## src/rtl/display_pkg.sv

```systemverilog
// Shared constants, FSM state type and seven-segment pattern table for the display scanner.
// Latency: none (declarations only).
// Backpressure: none (declarations only).
package display_pkg;

  localparam int ROWS   = 8;
  localparam int DIGITS = 8;
  localparam int IDX_W  = 3;
  localparam int MAT_W  = 2 * ROWS * 8;
  localparam int NUM_W  = 4 * DIGITS;

  typedef enum logic {
    BLANK = 1'b0,
    DRIVE = 1'b1
  } scan_state_t;

  // Active-low {dp,g,f,e,d,c,b,a}; entry 0 is the rightmost element.
  localparam logic [15:0][7:0] SEG_TABLE = {
    8'h8E, 8'h86, 8'hA1, 8'hC6, 8'h83, 8'h88, 8'h90, 8'h80,
    8'hF8, 8'h82, 8'h92, 8'h99, 8'hB0, 8'hA4, 8'hF9, 8'hC0
  };

  function automatic logic [7:0] seg_pattern(input logic [3:0] nib);
    return SEG_TABLE[nib];
  endfunction

endpackage

```

## src/rtl/display_scan_if.sv

```systemverilog
// Frame inputs and multiplexed LED matrix / seven-segment drive outputs.
// Latency: none (wiring only).
// Backpressure: none; frame data is sampled whenever the scanner starts a frame.
interface display_scan_if;
  import display_pkg::*;

  logic [MAT_W-1:0]  matrixData;
  logic [NUM_W-1:0]  numbersData;
  logic [ROWS-1:0]   row_n;
  logic [7:0]        col_r;
  logic [7:0]        col_g;
  logic [DIGITS-1:0] dig_n;
  logic [7:0]        seg_n;
  logic              frame_start;

  // The scanner consumes frame data and drives the display.
  modport master (
    input  matrixData, numbersData,
    output row_n, col_r, col_g, dig_n, seg_n, frame_start
  );

  // The frame source / display side.
  modport slave (
    output matrixData, numbersData,
    input  row_n, col_r, col_g, dig_n, seg_n, frame_start
  );

endinterface

```

## src/rtl/display_scan_seg_decode.sv

```systemverilog
// Hex nibble to active-low seven-segment pattern; dp always off. HEX_F_BLANK_EN darkens 4'hF.
// Latency: combinational.
// Backpressure: none.
module seg_decode
  import display_pkg::*;
(
  input  logic [3:0] nibble,
  output logic [7:0] seg_n
);

  // Table lookup, with 4'hF optionally used as a "digit off" code.
  always_comb begin
    seg_n = seg_pattern(nibble);
`ifdef HEX_F_BLANK_EN
    if (nibble == 4'hF) begin
      seg_n = 8'hFF;
    end
`else
    seg_n[7] = 1'b1;
`endif
  end

endmodule

```

## src/rtl/display_scan.sv

```systemverilog
// Time-multiplexed scan of an 8x8 bicolor matrix and 8 hex digits sharing one slot index; optional HEX_F_BLANK_EN.
// Latency: inputs snapshot at frame start; visible up to 8 slots + BLANK_CYC clocks later; outputs registered.
// Backpressure: none; free-running scan, mid-frame input changes wait for the next frame.
module display_scan
  import display_pkg::*;
#(
  parameter int CLK_FREQ  = 50_000_000,
  parameter int SCAN_HZ   = 1000,
  parameter int BLANK_CYC = 16
) (
  input  logic          clk,
  input  logic          sw,
  display_scan_if.master disp
);

  localparam int TICK  = CLK_FREQ / SCAN_HZ;
  localparam int CNT_W = (TICK > 1) ? $clog2(TICK) : 1;
  localparam int BLK_W = (BLANK_CYC > 1) ? $clog2(BLANK_CYC) : 1;

  logic [CNT_W-1:0] tick_cnt;
  logic             tick;
  scan_state_t      state, state_nxt;
  logic [BLK_W-1:0] blank_cnt;
  logic             advance;
  logic             wrap;
  logic [IDX_W-1:0] slot;
  logic [MAT_W-1:0] snap_mat;
  logic [NUM_W-1:0] snap_num;
  logic [3:0]       cur_nib;
  logic [7:0]       cur_seg;
  logic [7:0]       row_r;
  logic [7:0]       row_g;

  assign tick = (tick_cnt == CNT_W'(TICK - 1));
  assign wrap = advance && (slot == IDX_W'(ROWS - 1));

  // Free-running slot timer; a tick marks the last clock of a slot.
  always_ff @(posedge clk or negedge sw) begin
    if (!sw) begin
      tick_cnt <= '0;
    end else if (tick) begin
      tick_cnt <= '0;
    end else begin
      tick_cnt <= tick_cnt + 1'b1;
    end
  end

  // FSM state register.
  always_ff @(posedge clk or negedge sw) begin
    if (!sw) begin
      state <= BLANK;
    end else begin
      state <= state_nxt;
    end
  end

  // Next state: blank for BLANK_CYC clocks after every slot change, then drive until the tick.
  always_comb begin
    state_nxt = state;
    advance   = 1'b0;
    case (state)
      BLANK: begin
        if (blank_cnt == BLK_W'(BLANK_CYC - 1)) begin
          state_nxt = DRIVE;
        end
      end
      DRIVE: begin
        if (tick) begin
          state_nxt = BLANK;
          advance   = 1'b1;
        end
      end
      default: state_nxt = BLANK;
    endcase
  end

  // Counts clocks spent in the current blanking interval.
  always_ff @(posedge clk or negedge sw) begin
    if (!sw) begin
      blank_cnt <= '0;
    end else if (state == BLANK && state_nxt == BLANK) begin
      blank_cnt <= blank_cnt + 1'b1;
    end else begin
      blank_cnt <= '0;
    end
  end

  // Slot index; parks at 7 in reset so the first tick starts a frame at slot 0.
  always_ff @(posedge clk or negedge sw) begin
    if (!sw) begin
      slot <= IDX_W'(ROWS - 1);
    end else if (advance) begin
      slot <= slot + 1'b1;
    end
  end

  // Frame snapshot and frame_start pulse, both on the clock the index wraps to 0.
  always_ff @(posedge clk or negedge sw) begin
    if (!sw) begin
      snap_mat         <= '0;
      snap_num         <= '0;
      disp.frame_start <= 1'b0;
    end else begin
      disp.frame_start <= wrap;
      if (wrap) begin
        snap_mat <= disp.matrixData;
        snap_num <= disp.numbersData;
      end
    end
  end

  // Pick the current row's red/green bits out of the snapshot; pixel p = row*8+col.
  always_comb begin
    row_r = '0;
    row_g = '0;
    for (int c = 0; c < 8; c++) begin
      row_r[c] = snap_mat[{slot, 3'(c), 1'b1}];
      row_g[c] = snap_mat[{slot, 3'(c), 1'b0}];
    end
  end

  assign cur_nib = snap_num[{slot, 2'b00} +: 4];

  seg_decode u_seg_decode (
    .nibble (cur_nib),
    .seg_n  (cur_seg)
  );

  // Registered drive: matrix row and digit lit together while the next state is DRIVE, else all dark.
  always_ff @(posedge clk or negedge sw) begin
    if (!sw) begin
      disp.row_n <= '1;
      disp.col_r <= '0;
      disp.col_g <= '0;
      disp.dig_n <= '1;
      disp.seg_n <= 8'hFF;
    end else if (state_nxt == DRIVE) begin
      disp.row_n <= ~(ROWS'(1) << slot);
      disp.col_r <= row_r;
      disp.col_g <= row_g;
      disp.dig_n <= ~(DIGITS'(1) << slot);
      disp.seg_n <= cur_seg;
    end else begin
      disp.row_n <= '1;
      disp.col_r <= '0;
      disp.col_g <= '0;
      disp.dig_n <= '1;
      disp.seg_n <= 8'hFF;
    end
  end

endmodule

```

## src/flat_wrapper.sv

```systemverilog
// flat-port wrapper written by rule: the top's interface ports become plain ports
module display_scan_flat import display_pkg::*;
#(
  parameter int CLK_FREQ  = 50_000_000,
  parameter int SCAN_HZ   = 1000,
  parameter int BLANK_CYC = 16
)
  (clk, sw, disp_matrixData, disp_numbersData, disp_row_n, disp_col_r, disp_col_g, disp_dig_n, disp_seg_n, disp_frame_start);
  display_scan_if disp_i ();
  input  logic clk;
  input  logic sw;
  input wire logic [$bits(disp_i.matrixData)-1:0] disp_matrixData;
  input wire logic [$bits(disp_i.numbersData)-1:0] disp_numbersData;
  output wire logic [$bits(disp_i.row_n)-1:0] disp_row_n;
  output wire logic [$bits(disp_i.col_r)-1:0] disp_col_r;
  output wire logic [$bits(disp_i.col_g)-1:0] disp_col_g;
  output wire logic [$bits(disp_i.dig_n)-1:0] disp_dig_n;
  output wire logic [$bits(disp_i.seg_n)-1:0] disp_seg_n;
  output wire logic [$bits(disp_i.frame_start)-1:0] disp_frame_start;
  assign disp_i.matrixData = disp_matrixData;
  assign disp_i.numbersData = disp_numbersData;
  assign disp_row_n = disp_i.row_n;
  assign disp_col_r = disp_i.col_r;
  assign disp_col_g = disp_i.col_g;
  assign disp_dig_n = disp_i.dig_n;
  assign disp_seg_n = disp_i.seg_n;
  assign disp_frame_start = disp_i.frame_start;
  display_scan #(.CLK_FREQ(CLK_FREQ), .SCAN_HZ(SCAN_HZ), .BLANK_CYC(BLANK_CYC)) u_core (.clk(clk), .sw(sw), .disp(disp_i));
endmodule
```

## config.mk

```make
export PLATFORM = sky130hd
export DESIGN_NAME = display_scan_flat
export DESIGN_NICKNAME = d
export VERILOG_FILES = /design/src/rtl/display_pkg.sv /design/src/rtl/display_scan_if.sv /design/src/rtl/display_scan_seg_decode.sv /design/src/rtl/display_scan.sv /design/src/flat_wrapper.sv
export SDC_FILE = /design/constraint.sdc
export NUM_CORES = 1
export LEC_CHECK = 0
export CAP_MARGIN = 40
export CORE_UTILIZATION = 51
export CTS_CLUSTER_DIAMETER = 150
export DETAILED_ROUTE_END_ITERATION = 10
export PLACE_DENSITY = 0.8
export SETUP_SLACK_MARGIN = 0.15
export SLEW_MARGIN = 5
export SYNTH_ARGS = -nofsm -noshare
export SYNTH_HDL_FRONTEND = slang
export SYNTH_HIERARCHICAL = 1
export SYNTH_SLANG_ARGS = --single-unit
```

## constraint.sdc

```tcl
create_clock -name clk -period 3.63 [get_ports clk]
set_input_delay 0.726 -clock clk [delete_from_list [all_inputs] [get_ports clk]]
set_output_delay 0.726 -clock clk [all_outputs]
set_load 0.005 [all_outputs]
```

### After elaboration in Yosys (flattened, before gate mapping)

Memories as Yosys holds them, arrays and structs flattened.
Index checks and enable logic that the tools add are counted.
W data, S select, Z words.

* bits in registers: 217
* latch bits: 0
* bits in writable memories: 0
* ROM bits: 128
* input port bits: 162
* output and inout bits: 41
* word-level logic and storage cells: 86
* memories kept: 1

Memory list
* (name not given): depth 16, bits a word 8, rd ports 1, clocked after Yosys merged registers in 0, wr ports 0, line display_pkg.sv:24 `return SEG_TABLE[nib];`

* add/subtract/negate cells: 3
* multiply operators: 0
* div/mod/pow operators: 0
* magnitude comparators: 17
* eq/ne operators: 3
* shift-type cells: 2
* multiplexer cells: 44
* bitwise gates (word level): 3
* reduce and logical (&&, ||, !) cells: 2

Operator list (number)
* $lt A7 B8 Y1 const B: 16
* $bmux W1 S3: 16
* $shiftx A32 B6 Y4: 1
* $mux W8: 3
* $mux W1: 20
* $add A16 B1 Y16 const B: 1
* $eq A16 B16 Y1 const B: 1
* $mux W16: 1
* $mux W7: 2
* $not A8 Y8: 1
* $shl A1 B3 Y8 const A: 1
* $lt A4 B5 Y1 const B: 1
* $add A4 B1 Y4 const B: 1
* $eq A4 B4 Y1 const B: 1
* $mux W4: 1
* $add A3 B1 Y3 const B: 1
* $eq A3 B3 Y1 const B: 1
* $logic_and A1 B1 Y1: 2
* $not A1 Y1: 2
* $pmux W1 S2: 1

### Logic depth before layout (Yosys ltp)

* word-level depth: 6
* depth in mapped cells: 11
* depth with buffers taken out: 9

### Modules after synthesis

Netlist, hierarchy kept.

Modules (own cells, without submodules)
* display_scan: times used 1, cells an instance 618, area each 9337.7 sq um, sequential area each 5454.0 sq um
* seg_decode: times used 1, cells an instance 34, area each 286.5 sq um, sequential area each 0.0 sq um

### Worst setup path before layout

OpenSTA, ideal clock, no wires.

* kind: reg2reg
* from: reg u_core.slot[0]
* to: reg u_core.disp.seg_n[3]
* setup time: 0.088 ns
* data arrival time: 3.111 ns
* data required time: 3.542 ns
* slack: 0.431 ns
* cell stages (with the launch flop): 11
* path buffers: 2
* period minus slack after synthesis: 3.199 ns
* cell sequence: dfstp_2 clkbuf_1 buf_1 mux4_2 nand2_1 nand2_1 inv_1 ha_1 inv_1 mux4_1 or3_1

* word-level cells in the longest chain between the ends: 4

Ends and longest elaborated chain
* start, declared: line display_scan.sv:26 `logic [IDX_W-1:0] slot;`
* start signal, assigned: line display_scan.sv:91 `slot <= IDX_W'(ROWS - 1);`
* start signal, assigned: line display_scan.sv:93 `slot <= slot + 1'b1;`
* $shiftx A32 B6 Y4: line display_scan.sv:122 `assign cur_nib = snap_num[{slot, 2'b00} +: 4];`
* via u_core.cur_nib[0]: line display_scan.sv:29 `logic [3:0] cur_nib;`
* $mem_v2 Z16 W8
* $mux W7 (implied by the code): line display_pkg.sv:24
* via u_core.cur_seg[3]: line display_scan.sv:30 `logic [7:0] cur_seg;`
* $mux W7: line display_scan.sv:137 `end else if (state_nxt == DRIVE) begin`
* end signal, assigned: line display_scan.sv:142 `disp.seg_n <= cur_seg;`
* end, declared: line display_scan_if.sv:19 `output row_n, col_r, col_g, dig_n, seg_n, frame_start`

The timed path passes the listed nets, and every way through them passes these cells. The select of a mux whose other input is x is not followed.
A chain may end at the register's enable or synchronous reset.

### Worst setup path after layout

* from: reg u_core.slot[1]
* to: reg u_core.disp.seg_n[3]

The elaborated chain is that of the path after synthesis.

==> impl_metrics.ini <==
[critical_path]
r2r_start = u_core/slot[1]
crit_arrival_ns = 3.22
reg2reg_to = u_core/disp.seg_n[3]
path_class = reg2reg
crit_fanout = 18
end_kind = register
crit_chain = mux4_2, nand2_1, nand2_1, inv_1, ha_1, inv_1, mux4_1, or3_1
regToRegSetupSlack_ns = 0.83
path_buf_inv = 2
path_depth = 8
cp.required_ns = 4.05
cp_slowest_cell = dfstp_2
slowest_delay_ns = 0.82
crit_start = u_core/slot[1]
startpoint_type = register
reg2regPathDepth = 8
worstSetupEndpoint = u_core/disp.seg_n[3]
path_delay_family = flip-flops

[grt]
grt.total_usage_pct = 23.5
grt_max_degree = 107
grt_pass1_vias = 6592
grt_pass1_wl_microns = 35500
antenna_found_initial = 1
grt_overflow = 0

[timing]
finalHoldViolCount = 0
rsz0062_at_grt = no
tightest_slew_ns = 0.852
timing.final.crit_share_pct = 77.1
final.setup.tns_ns = 0
fin_crit_ns = 2.80
fmax_mhz = 357
setup_viol = 0
relSlewSlack_pct = 42.7
worst_slack_ns = 0.830
fin_worst_skew_ns = 0.0166
slew_violations = 0

[power]
finalPower_w = 0.00555
pwr_density_cell_nw_per_um2 = 439
ir_drop_mv = 0.559
p_leak_nw = 5.27

[layout]
area_delta_synth_final_pct = 31.5
final_nets = 1023
final_util_pct = 69.5
final_area_sq_um = 12700
layout-drive-gt1-share_pct = 22.1
nFillCells = 1205

[clock_tree]
cts_root_buf = clkbuf_16
numClockSinks = 217
cts_hold_buf = 0
worstSkewPairLatency_ns = 0.51
cts_tree = yes
post_cts_buffers = 0
cts_made_buffers = 24
post_cts_resized = 0
clockBufferDepth = 3
clkTransAtPathRegs_ns = 0.06
htreeDepth = 1

[logic_synthesis]
synthCells = 652
synth-main-ff-cell = dfrtp_1
synth.avg_cell_area_sq_um = 14.8
yosysWarnings = 6
synthArstFlopShare_pct = 100
synth.ff_latch_count = 217
ys_seq_area_share_pct = 56.7
synth_edf_count = 0
synth_area_sq_um = 9620
synth_cell_types = 45
syn_nets = 829

[floorplanning]
fp-row-count = 49
die_w_microns = 139
dieArea_sq_um = 19400
initial_core_util_pct = 52.9
ioPinCount = 203
coreArea_sq_um = 18200
fp.dieH_microns = 139

[routing]
drtAntennaViolNets = 0
routed_wl_microns = 21800
first_pass_iters = 4
post-route-drc-count = 0
drt_iter0_drc = 280
drt-wirelength-per-cell_microns = 20.0
viasPerCell = 5.50
vias = 6012

[place]
io_buffer_count = 202
place_area_sq_um = 11800
detailedPlace.worstSlack_ns = 0.849
dp_hpwl_microns = 15600
place.gp.congestion = 0.819

[flow_run]
maxCapViolCount = 0

[run_status]
status = completed

[min_path]
holdCritPathClass = in2async
## cell usage in the layout, fill, tap and decap left out, types with 9 or more instances in the layout
| cell type | netlist | layout |
|---|---|---|
| clkbuf_16 | 0 | 25 |
| nand3_1 | 12 | 12 |
| dfstp_2 | 19 | 18 |
| or3_1 | 9 | 9 |
| xor2_1 | 9 | 9 |
| dfrtp_1 | 198 | 198 |
| mux2_1 | 89 | 89 |
| clkdlybuf4s50_1 | 0 | 201 |
| nand2_1 | 51 | 51 |
| mux2_2 | 72 | 72 |
| ha_1 | 15 | 15 |
| mux4_2 | 40 | 40 |
| a21oi_1 | 18 | 18 |
| nor2_1 | 17 | 17 |
## power by group
group,leakage (nW),internal (W),switching (W)
logic,2.31,0.000291,0.000141
registers,2.54,0.00253,0.0000539
clock network,0.419,0.00159,0.000935
## how the worst min path moves through the flow
| stage | start | endpoint | slack [ns] | cells past startpoint |
|---|---|---|---|---|
| final | sw | u_core/snap_num[6] | 0.04 | 1 |
| after global routing | sw | u_core/snap_num[11] | 0.03 | 1 |
| after CTS | sw | u_core/snap_num[6] | 0.02 | 1 |
| after detailed placement | u_core/blank_cnt[0] | u_core/blank_cnt[0] | 0.46 | 1 |
| after global placement | u_core/blank_cnt[0] | u_core/blank_cnt[0] | 0.44 | 1 |
| after floorplan | sw | u_core/blank_cnt[0] | 0.43 | 0 |
## cells by family after synthesis
family	share of synthesized area (%)
simple gates	5.90
flops	56.7
other cells	0.0390
fa+ha+maj	1.95
buf+inv	3.39
xor+xnor	1.37
mux	29.1
compound gates	1.59
## flip-flops by register name (all words and copies together) (netlist names)
name	cells
u_core/state	1
u_core/disp.dig_n	8
u_core/tick_cnt	16
u_core/disp.col_g	8
u_core/snap_num	32
u_core/slot	3
u_core/disp.col_r	8
u_core/disp.frame_start	1
u_core/disp.seg_n	8
u_core/snap_mat	128
u_core/blank_cnt	4
## per-stage QoR
step | cells | hold slack (ns)
after floorplan | 652 | 0.429
after global placement | 1048 | 0.438
after detailed placement | 1049 | 0.457
after CTS | 1093 | 0.0175
after global routing | 1094 | 0.0258
final | 1094 | 0.0370
## layout make-up
class	instances	area, sq um	share of cell area [%]
flip-flops and latches	217	5460	43.1
multi-input cells	380	3860	30.5
repair buffers	213	2170	17.1
clock buffers	36	727	5.75
well taps	229	287	2.26
clock inverters	8	119	0.939
inverters	10	37.5	0.297
diodes	1	2.50	0.0198
## routing by layer
layer,global-route usage [%],wire (microns),vias to the layer above
li1,-,-,2706
met5,0,0,-
met2,39.4,11000,179
met3,4.23,1290,41
met4,7.02,577,0
met1,31.3,9010,3086
## cell usage after synthesis, drive strengths merged, types with 2 or more instances
library cell	number	area, sq um
or2	2	12.5
dfrtp	198	4950
and2	3	18.8
buf	37	259
nor3	2	10.0
ha	15	188
nor2	17	63.8
or3	9	56.3
nand4	5	31.3
or4b	2	23.8
nand3	12	60.1
nor4	2	33.8
clkbuf	8	30.0
dfstp	19	499
xor2	9	78.8
a22o	2	17.5
xnor2	6	52.6
o21ai	4	20.0
nand2	52	198
nor2b	2	12.5
mux4	41	927
a21oi	18	90.1
mux2i	6	60.1
inv	9	33.8
mux2	161	1810
No activity file was read; power rests on OpenSTA's default activity.
